===== config.mk =====
export PLATFORM = sky130hd
export DESIGN_NAME = led_multi_ctrl
export DESIGN_NICKNAME = d
export VERILOG_FILES = /design/src/rtl/led_multi_ctrl.sv
export SDC_FILE = /design/constraint.sdc
export NUM_CORES = 1
export LEC_CHECK = 0
export BUFFER_PORTS_ARGS = -buffer_cell sky130_fd_sc_hd__buf_2
export CAP_MARGIN = 20
export CORE_MARGIN = 2
export CORE_UTILIZATION = 45
export DETAILED_ROUTE_END_ITERATION = 16
export GPL_TIMING_DRIVEN = 0
export SLEW_MARGIN = 30
export SYNTH_ARGS = -nofsm -noshare
export SYNTH_HDL_FRONTEND = slang
export SYNTH_SLANG_ARGS = --single-unit

===== constraint.sdc =====
create_clock -name clk -period 7.35 [get_ports clk]
set_input_delay 0.3675 -clock clk [delete_from_list [all_inputs] [get_ports clk]]
set_output_delay 0.3675 -clock clk [all_outputs]
set_load 0.005 [all_outputs]

===== src/rtl/led_multi_ctrl.sv =====
// Multi-channel LED controller with a shared 1 us / 1 ms timebase.
// Ports: clk, reset (sync, active-high); cfg_valid/cfg_ready handshake
//   carrying cfg_ch, cfg_mode, cfg_period, cfg_duty; us_tick, ms_tick
//   timebase pulses; led_out registered LED drive (1 = lit).
module led_multi_ctrl #(
   parameter int CLK_PER_US = 24,
   parameter int US_PER_MS  = 1000,
   parameter int NUM_CH     = 4,
   parameter int PERIOD_W   = 10,
   parameter int PWM_W      = 8
) (
   input  logic                clk,
   input  logic                reset,
   input  logic                cfg_valid,
   output logic                cfg_ready,
   input  logic [3:0]          cfg_ch,
   input  logic [1:0]          cfg_mode,
   input  logic [PERIOD_W-1:0] cfg_period,
   input  logic [PWM_W-1:0]    cfg_duty,
   output logic                us_tick,
   output logic                ms_tick,
   output logic [NUM_CH-1:0]   led_out
);

   localparam int US_W = $clog2(CLK_PER_US);
   localparam int MS_W = $clog2(US_PER_MS);
   localparam logic [US_W-1:0] US_LAST = US_W'(CLK_PER_US - 1);
   localparam logic [MS_W-1:0] MS_LAST = MS_W'(US_PER_MS - 1);

   typedef enum logic [1:0] {
      M_OFF   = 2'b00,
      M_ON    = 2'b01,
      M_BLINK = 2'b10,
      M_PWM   = 2'b11
   } mode_t;

   typedef enum logic {
      S_IDLE,
      S_PEND
   } cfg_state_t;

   logic [US_W-1:0]     us_cnt;
   logic [MS_W-1:0]     ms_cnt;
   logic [PWM_W-1:0]    pwm_cnt;
   logic [PWM_W-1:0]    pwm_nxt;
   cfg_state_t          state_q;
   cfg_state_t          state_d;
   logic                accept;
   logic                apply;

   logic [3:0]          sh_ch;
   mode_t               sh_mode;
   logic [PERIOD_W-1:0] sh_period;
   logic [PWM_W-1:0]    sh_duty;

   mode_t               mode_q   [NUM_CH];
   mode_t               mode_d   [NUM_CH];
   logic [PERIOD_W-1:0] period_q [NUM_CH];
   logic [PERIOD_W-1:0] period_d [NUM_CH];
   logic [PWM_W-1:0]    duty_q   [NUM_CH];
   logic [PWM_W-1:0]    duty_d   [NUM_CH];
   logic [PERIOD_W-1:0] bcnt_q   [NUM_CH];
   logic [PERIOD_W-1:0] bcnt_d   [NUM_CH];
   logic [NUM_CH-1:0]   phase_q;
   logic [NUM_CH-1:0]   phase_d;
   logic [NUM_CH-1:0]   led_d;

   // A zero half-period behaves like one ms.
   function automatic logic [PERIOD_W-1:0] blink_lim(
      input logic [PERIOD_W-1:0] p
   );
      return (p == '0) ? '0 : p - 1'b1;
   endfunction

   assign us_tick   = (us_cnt == US_LAST);
   assign ms_tick   = us_tick && (ms_cnt == MS_LAST);
   assign cfg_ready = (state_q == S_IDLE);
   assign accept    = cfg_valid && cfg_ready;
   // Pending is only set after the accept edge, so a write accepted
   // on an ms_tick waits for the following one.
   assign apply     = (state_q == S_PEND) && ms_tick;
   assign pwm_nxt   = us_tick ? pwm_cnt + 1'b1 : pwm_cnt;

   always_ff @(posedge clk) begin
      if (reset) begin
         us_cnt  <= '0;
         ms_cnt  <= '0;
         pwm_cnt <= '0;
      end else begin
         us_cnt  <= us_tick ? '0 : us_cnt + 1'b1;
         if (us_tick)
            ms_cnt <= (ms_cnt == MS_LAST) ? '0 : ms_cnt + 1'b1;
         pwm_cnt <= pwm_nxt;
      end
   end

   always_ff @(posedge clk) begin
      if (reset)
         state_q <= S_IDLE;
      else
         state_q <= state_d;
   end

   always_comb begin
      state_d = state_q;
      unique case (state_q)
         S_IDLE: if (accept)  state_d = S_PEND;
         S_PEND: if (ms_tick) state_d = S_IDLE;
      endcase
   end

   always_ff @(posedge clk) begin
      if (reset) begin
         sh_ch     <= '0;
         sh_mode   <= M_OFF;
         sh_period <= '0;
         sh_duty   <= '0;
      end else if (accept) begin
         sh_ch     <= cfg_ch;
         sh_mode   <= mode_t'(cfg_mode);
         sh_period <= cfg_period;
         sh_duty   <= cfg_duty;
      end
   end

   // Next channel state is computed here so led_out can be registered
   // from it and show a new mode/phase in the cycle after the tick.
   always_comb begin
      phase_d = phase_q;
      led_d   = '0;
      for (int i = 0; i < NUM_CH; i++) begin
         mode_d[i]   = mode_q[i];
         period_d[i] = period_q[i];
         duty_d[i]   = duty_q[i];
         bcnt_d[i]   = bcnt_q[i];
         if (mode_q[i] == M_BLINK && ms_tick) begin
            if (bcnt_q[i] == blink_lim(period_q[i])) begin
               phase_d[i] = ~phase_q[i];
               bcnt_d[i]  = '0;
            end else begin
               bcnt_d[i]  = bcnt_q[i] + 1'b1;
            end
         end
         if (apply && sh_ch == 4'(i)) begin
            mode_d[i]   = sh_mode;
            period_d[i] = sh_period;
            duty_d[i]   = sh_duty;
            bcnt_d[i]   = '0;
            if (sh_mode == M_BLINK)
               phase_d[i] = 1'b1;
         end
         unique case (mode_d[i])
            M_OFF:   led_d[i] = 1'b0;
            M_ON:    led_d[i] = 1'b1;
            M_BLINK: led_d[i] = phase_d[i];
            M_PWM:   led_d[i] = (pwm_nxt < duty_d[i]);
         endcase
      end
   end

   always_ff @(posedge clk) begin
      if (reset) begin
         for (int i = 0; i < NUM_CH; i++) begin
            mode_q[i]   <= M_OFF;
            period_q[i] <= '0;
            duty_q[i]   <= '0;
            bcnt_q[i]   <= '0;
         end
         phase_q <= '0;
         led_out <= '0;
      end else begin
         for (int i = 0; i < NUM_CH; i++) begin
            mode_q[i]   <= mode_d[i];
            period_q[i] <= period_d[i];
            duty_q[i]   <= duty_d[i];
            bcnt_q[i]   <= bcnt_d[i];
         end
         phase_q <= phase_d;
         led_out <= led_d;
      end
   end

endmodule


# ---- Word-level counts from Yosys, hierarchy flattened
# Memory sizes are Yosys's and may differ from the RTL's.
# Cells that the tools add are included.
dict set report totals {
  in_bits 27
  latch_bits 0
  output_inout_bits 7
  memories 4
  regBits 56
  ram_bits 120
  rom_bits 0
}
dict set report classes {
  mul 0
  n_lt_le_gt_ge 4
  reduce_logical 21
  addsub 11
  eq_ne 26
  muxes 72
  n_shift 0
  n_div 0
  n_bitwise 21
}
# name words width read_ports rd_ports_with_merged_regs wr line_no
set mem_list {}
lappend mem_list {bcnt_q 4 10 4 0 4 62} ;# logic [PERIOD_W-1:0] bcnt_q [NUM_CH];
lappend mem_list {period_q 4 10 4 0 4 58} ;# logic [PERIOD_W-1:0] period_q [NUM_CH];
lappend mem_list {duty_q 4 8 4 0 4 60} ;# logic [PWM_W-1:0] duty_q [NUM_CH];
lappend mem_list {mode_q 4 2 4 0 4 56} ;# mode_t mode_q [NUM_CH];
# operator count
set op_table {}
lappend op_table {{10-bit two-way mux} 29}
lappend op_table {{8-bit two-way mux} 9}
lappend op_table {{10-bit by 1-bit adder with 10-bit output, second input constant} 5}
lappend op_table {{10-bit equality test} 4}
lappend op_table {{10-bit zero test} 4}
lappend op_table {{10-bit by 1-bit subtractor with 10-bit output, second input constant} 4}
lappend op_table {{8-bit less-than comparator} 4}
lappend op_table {{2-bit equality test, second input constant} 13}
lappend op_table {{1-bit two-way mux} 21}
lappend op_table {{2-bit two-way mux} 8}
lappend op_table {{1-bit bitwise OR} 16}
lappend op_table {{1-bit case mux with 4 select lines} 4}
lappend op_table {{1-bit logical AND} 11}
lappend op_table {{10-bit equality test, second input constant} 1}
lappend op_table {{8-bit by 1-bit adder with 8-bit output, second input constant} 1}
lappend op_table {{2-bit by 1-bit equality test with 1-bit output, second input constant} 4}
lappend op_table {{4-bit by 2-bit equality test with 1-bit output, second input constant} 2}
lappend op_table {{2-bit zero test} 4}
lappend op_table {{5-bit by 1-bit adder with 5-bit output, second input constant} 1}
lappend op_table {{5-bit equality test, second input constant} 1}
lappend op_table {{1-bit NOT} 5}
lappend op_table {{4-bit by 1-bit equality test with 1-bit output, second input constant} 1}
lappend op_table {{4-bit zero test} 1}
lappend op_table {{1-bit case mux with 2 select lines} 1}
lappend op_table {{2-bit OR reduction} 1}

# ---- Logic depth before layout (Yosys ltp)
dict set report depth {
  ltp_word 8
  mapped_depth 15
  ltp_nobuf 13
}

# ---- Least setup slack after synthesis
# No wires, ideal clock.
dict set report synth_path {
  kind {register -> register}
  from {reg us_cnt[0]}
  to {reg led_out[0]}
  path_buffers 2
  setup_slack_ns 4.118
  stages_incl_launch_ff 16
  arrival_time_ns 3.149
  setup_time_ns 0.082
  required_time_ns 7.268
  cell_sequence {dfxtp_1 ha_1 nand4b_4 clkinv_2 nand4_4 nor4_1 nor2b_1 clkbuf_1 buf_2 mux2i_1 ha_1 a21o_1 a21o_1 a211oi_1 o311ai_0 o221ai_1}
}
dict set report synth_between {
  elab_chain_len 7
  elab_cells_between_ends 17
}
# element line_no
set synth_lines {}
lappend synth_lines {{start, declared} 42} ;# logic [US_W-1:0] us_cnt;
lappend synth_lines {{start signal, assigned} 90} ;# us_cnt <= us_tick ? '0 : us_cnt + 1'b1;
lappend synth_lines {{5-bit equality test *} 75} ;# assign us_tick = (us_cnt == US_LAST);
lappend synth_lines {{1-bit logical AND} 76} ;# assign ms_tick = us_tick && (ms_cnt == MS_LAST);
lappend synth_lines {{1-bit logical AND, on equally long branches} {81, 136}}
lappend synth_lines {{1-bit logical AND / 1-bit two-way mux (equally long branches)} {144, 136}}
lappend synth_lines {{8-bit two-way mux, or another cell as far along} 144} ;# if (apply && sh_ch == 4'(i)) begin
lappend synth_lines {{8-bit less-than comparator, or another cell as far along} 156} ;# M_PWM: led_d[i] = (pwm_nxt < duty_d[i]);
lappend synth_lines {{1-bit case mux with 4 select lines *} 152} ;# unique case (mode_d[i])
lappend synth_lines {{end signal, assigned} 179} ;# led_out <= led_d;
lappend synth_lines {{end, declared} 22} ;# output logic [NUM_CH-1:0] led_out
# Mark *: on every way between the ends. The rest lies on a longest branch, timed or not.
# A chain may end at the register's enable or synchronous reset.

# ---- Final worst setup path
dict set report layout_path {
  from {reg us_cnt[0]}
  to {reg led_out[1]}
}
# Same word-level chain as after synthesis.

==> flow_metrics.tcl <==
set metrics [dict create \
    status "completed" \
    yosysWarnings 0 \
    fin_setup_tns_ns 0 \
    dp_cells 1373 \
    num_antenna_cells 0 \
    fin_util 0.518 \
    cpMaxStageDelayCell "o311ai_0" \
    final_net_count 1193 \
    ir_drop_v 0.000158 \
    synth_cells 1076 \
    synth_cell_types 65 \
    clock-root-buffer "clkbuf_16" \
    cp_slowest_stage_delay_ns 0.74 \
    grt_max_degree 17 \
    use_met2 0.347 \
    synth_seq_cells 176 \
    clk_transition_reported_paths_ns 0.07 \
    die_area_um2 21300 \
    place_congestion 0.834 \
    cts_max_path_buffers 2 \
    synthFlopType "dfxtp_1" \
    synth.net_count 1142 \
    viasPerCell 5.42 \
    avgRoutedWirePerCell_um 16.3 \
    first_global_vias 7083 \
    drt_iter0_drc 342 \
    use_met3 0.0406 \
    clock_skew_ns 0.0102 \
    powerDensity_nw_per_um2 193 \
    regArea_um2 3520 \
    final_area_um2 10200 \
    pin_count 34 \
    cpMostUsedCell "ha_1" \
    path_max_fanout 10 \
    syn_area_um2 9080 \
    die_y_um 146 \
    fin_ws_ns 3.26 \
    groute.usage.overall 0.217 \
    setup_viol 0 \
    portBuffers 32 \
    layout-area-overhead-vs-synth_pct 12.0 \
    crit_type "flop to flop" \
    gr-total-overflow 0 \
    postCtsResizedCells 0 \
    drc 0 \
    maxSlewHeadroom 0.423 \
    grt_pass1_wl_um 36900 \
    hpwlAfterDp_um 16500 \
    tritoncts "yes" \
    clk_latency_ns 0.44 \
    critPathArrivalTime_ns 4.32 \
    yosysSeqAreaShare 0.388 \
    fillers 1992 \
    dpl_worst_slack_ns 3.33 \
    whs_ns 0.165 \
    cts.sinks 176 \
    fp-row-count 51 \
    total_power_mw 1.96 \
    hold_class "primary input to flop" \
    min_period_ns 4.09 \
    multi_input_area_um2 5210 \
    max-cap-violations 0 \
    cts_hold_buffers 0 \
    slew_viol_final 0 \
    worst_slew_pin_slew_ns 0.859 \
    rsz0062_at_grt "no" \
    cts_buffers 17 \
    cp.required_ns 7.58 \
    hold_viol 0 \
    cp_cell_sequence "ha_1 -> nand4b_4 -> clkinv_2 -> nand4_4 -> nor4_1 -> nand2_1 -> clkbuf_1 -> mux2i_1 -> ha_1 -> nand4_1 -> o311ai_0 -> o221ai_1" \
    routed_wl_um 22800 \
    start_kind "flop" \
    post_cts_buffers 0 \
    cp-end-kind "flop" \
    met1_usage 0.298 \
    htreeDepth 4 \
    syn_area_per_cell_um2 8.44 \
    period_share 0.557 \
    core_um2 19700 \
    max_freq_mhz 244 \
    placed_cell_area_um2 9580 \
    antenna_found_initial 0 \
    p_leak_nw 4.08 \
    synth_edf_count 0 \
    grt.busiest_layer "met2" \
    drt_pass1_iterations 5 \
    initial_utilization 0.462 \
    die_x_um 146 \
    fin_cells 1405 \
    postRouteAntennaNets 0 \
    synth-async-reset-ratio 0 \
    drive_gt1_frac 0.0877 \
    routed-via-count 7621 \
]
synthesized netlist by cell type (7+ instances only):
master / count / area [µm²]
a21o_1: 10 / 75.1
a21oi_1: 90 / 450
and3_1: 8 / 50.1
clkbuf_1: 34 / 128
dfxtp_1: 176 / 3520
ha_1: 39 / 488
inv_1: 18 / 67.6
mux2i_1: 57 / 571
nand2_1: 172 / 646
nand3_1: 21 / 105
nand4_1: 29 / 181
nor2_1: 135 / 507
nor2b_1: 15 / 93.8
nor3_1: 25 / 125
nor3b_1: 8 / 60.1
nor4_1: 7 / 43.8
o21ai_0: 9 / 45.0
o31ai_1: 8 / 60.1
or3_1: 9 / 56.3
xnor2_1: 49 / 429
xor2_1: 47 / 412
critical path, delay by kind of cell, from the launching register on:
kind                       cells  cell delay, ns
AOI/OAI and AO/OA              2            1.10
and+or+nand+nor                5            1.02
adders and majority gates      2            0.64
DFF                            1            0.36
muxes                          1            0.24
buffers and inverters          2            0.52
layout make-up:
type | count | area share
well taps | 265 | 0.0326
inverters | 20 | 0.00750
clock buffers | 20 | 0.0449
repair buffers | 32 | 0.0157
clock inverters | 12 | 0.0133
multi-input cells | 828 | 0.512
plain buffers | 52 | 0.0274
flip-flops and latches | 176 | 0.346
final timing paths:
check | from | endpoint | slack (ns) | cells past startpoint
setup / recovery | us_cnt[0] | led_out[1] | 3.26 | 12
hold / removal | cfg_duty[2] | sh_duty[2] | 0.16 | 3
setup reg to reg | us_cnt[0] | led_out[1] | 3.26 | 12
hold reg to reg | us_cnt[0] | us_cnt[0] | 0.47 | 1
state kept, by name, indices dropped and copies added (netlist names), 5 cells and up:
signal / flops
duty_q: 32
pwm_cnt: 8
us_cnt: 5
sh_duty: 8
bcnt_q: 40
ms_cnt: 10
sh_period: 10
mode_q: 8
period_q: 40
report_power, final:
part	internal, mW	switching (mW)	total [mW]	leakage [nW]
Combinational	0.0194	0.0423	0.0618	2.38
Clock	0.520	0.395	0.915	0.279
Sequential	0.963	0.0184	0.982	1.42
Total	1.50	0.455	1.96	4.08
layout by cell type, fill, tap and decap left out, types with 8 or more instances in the layout:
| cell type | count |
|---|---|
| a21o_1 | 10 |
| a21oi_1 | 90 |
| and3_1 | 8 |
| buf_2 | 36 |
| clkbuf_1 | 35 |
| clkbuf_16 | 17 |
| dfxtp_1 | 176 |
| ha_1 | 39 |
| inv_1 | 18 |
| mux2i_1 | 57 |
| nand2_1 | 172 |
| nand3_1 | 21 |
| nand4_1 | 29 |
| nor2_1 | 135 |
| nor2b_1 | 15 |
| nor3_1 | 25 |
| nor3b_1 | 8 |
| o21ai_0 | 9 |
| o31ai_1 | 8 |
| or3_1 | 9 |
| xnor2_1 | 49 |
| xor2_1 | 47 |
per-layer routing:
metal / up-vias / routed length [µm]
met5: - / 0
met4: 0 / 499
met3: 29 / 852
met2: 132 / 10400
met1: 3624 / 11100
li1: 3836 / -
cell families after synthesis:
| group | Yosys count | share of synthesized area |
|---|---|---|
| AO/OA/AOI/OAI | 164 | 0.111 |
| XOR/XNOR | 96 | 0.0926 |
| adder cells (fa/ha/maj) | 39 | 0.0537 |
| buffers and inverters | 72 | 0.0391 |
| flip-flops | 176 | 0.388 |
| multiplexers | 57 | 0.0628 |
| AND/OR/NAND/NOR | 472 | 0.252 |
(Power assumes the default switching activity.)
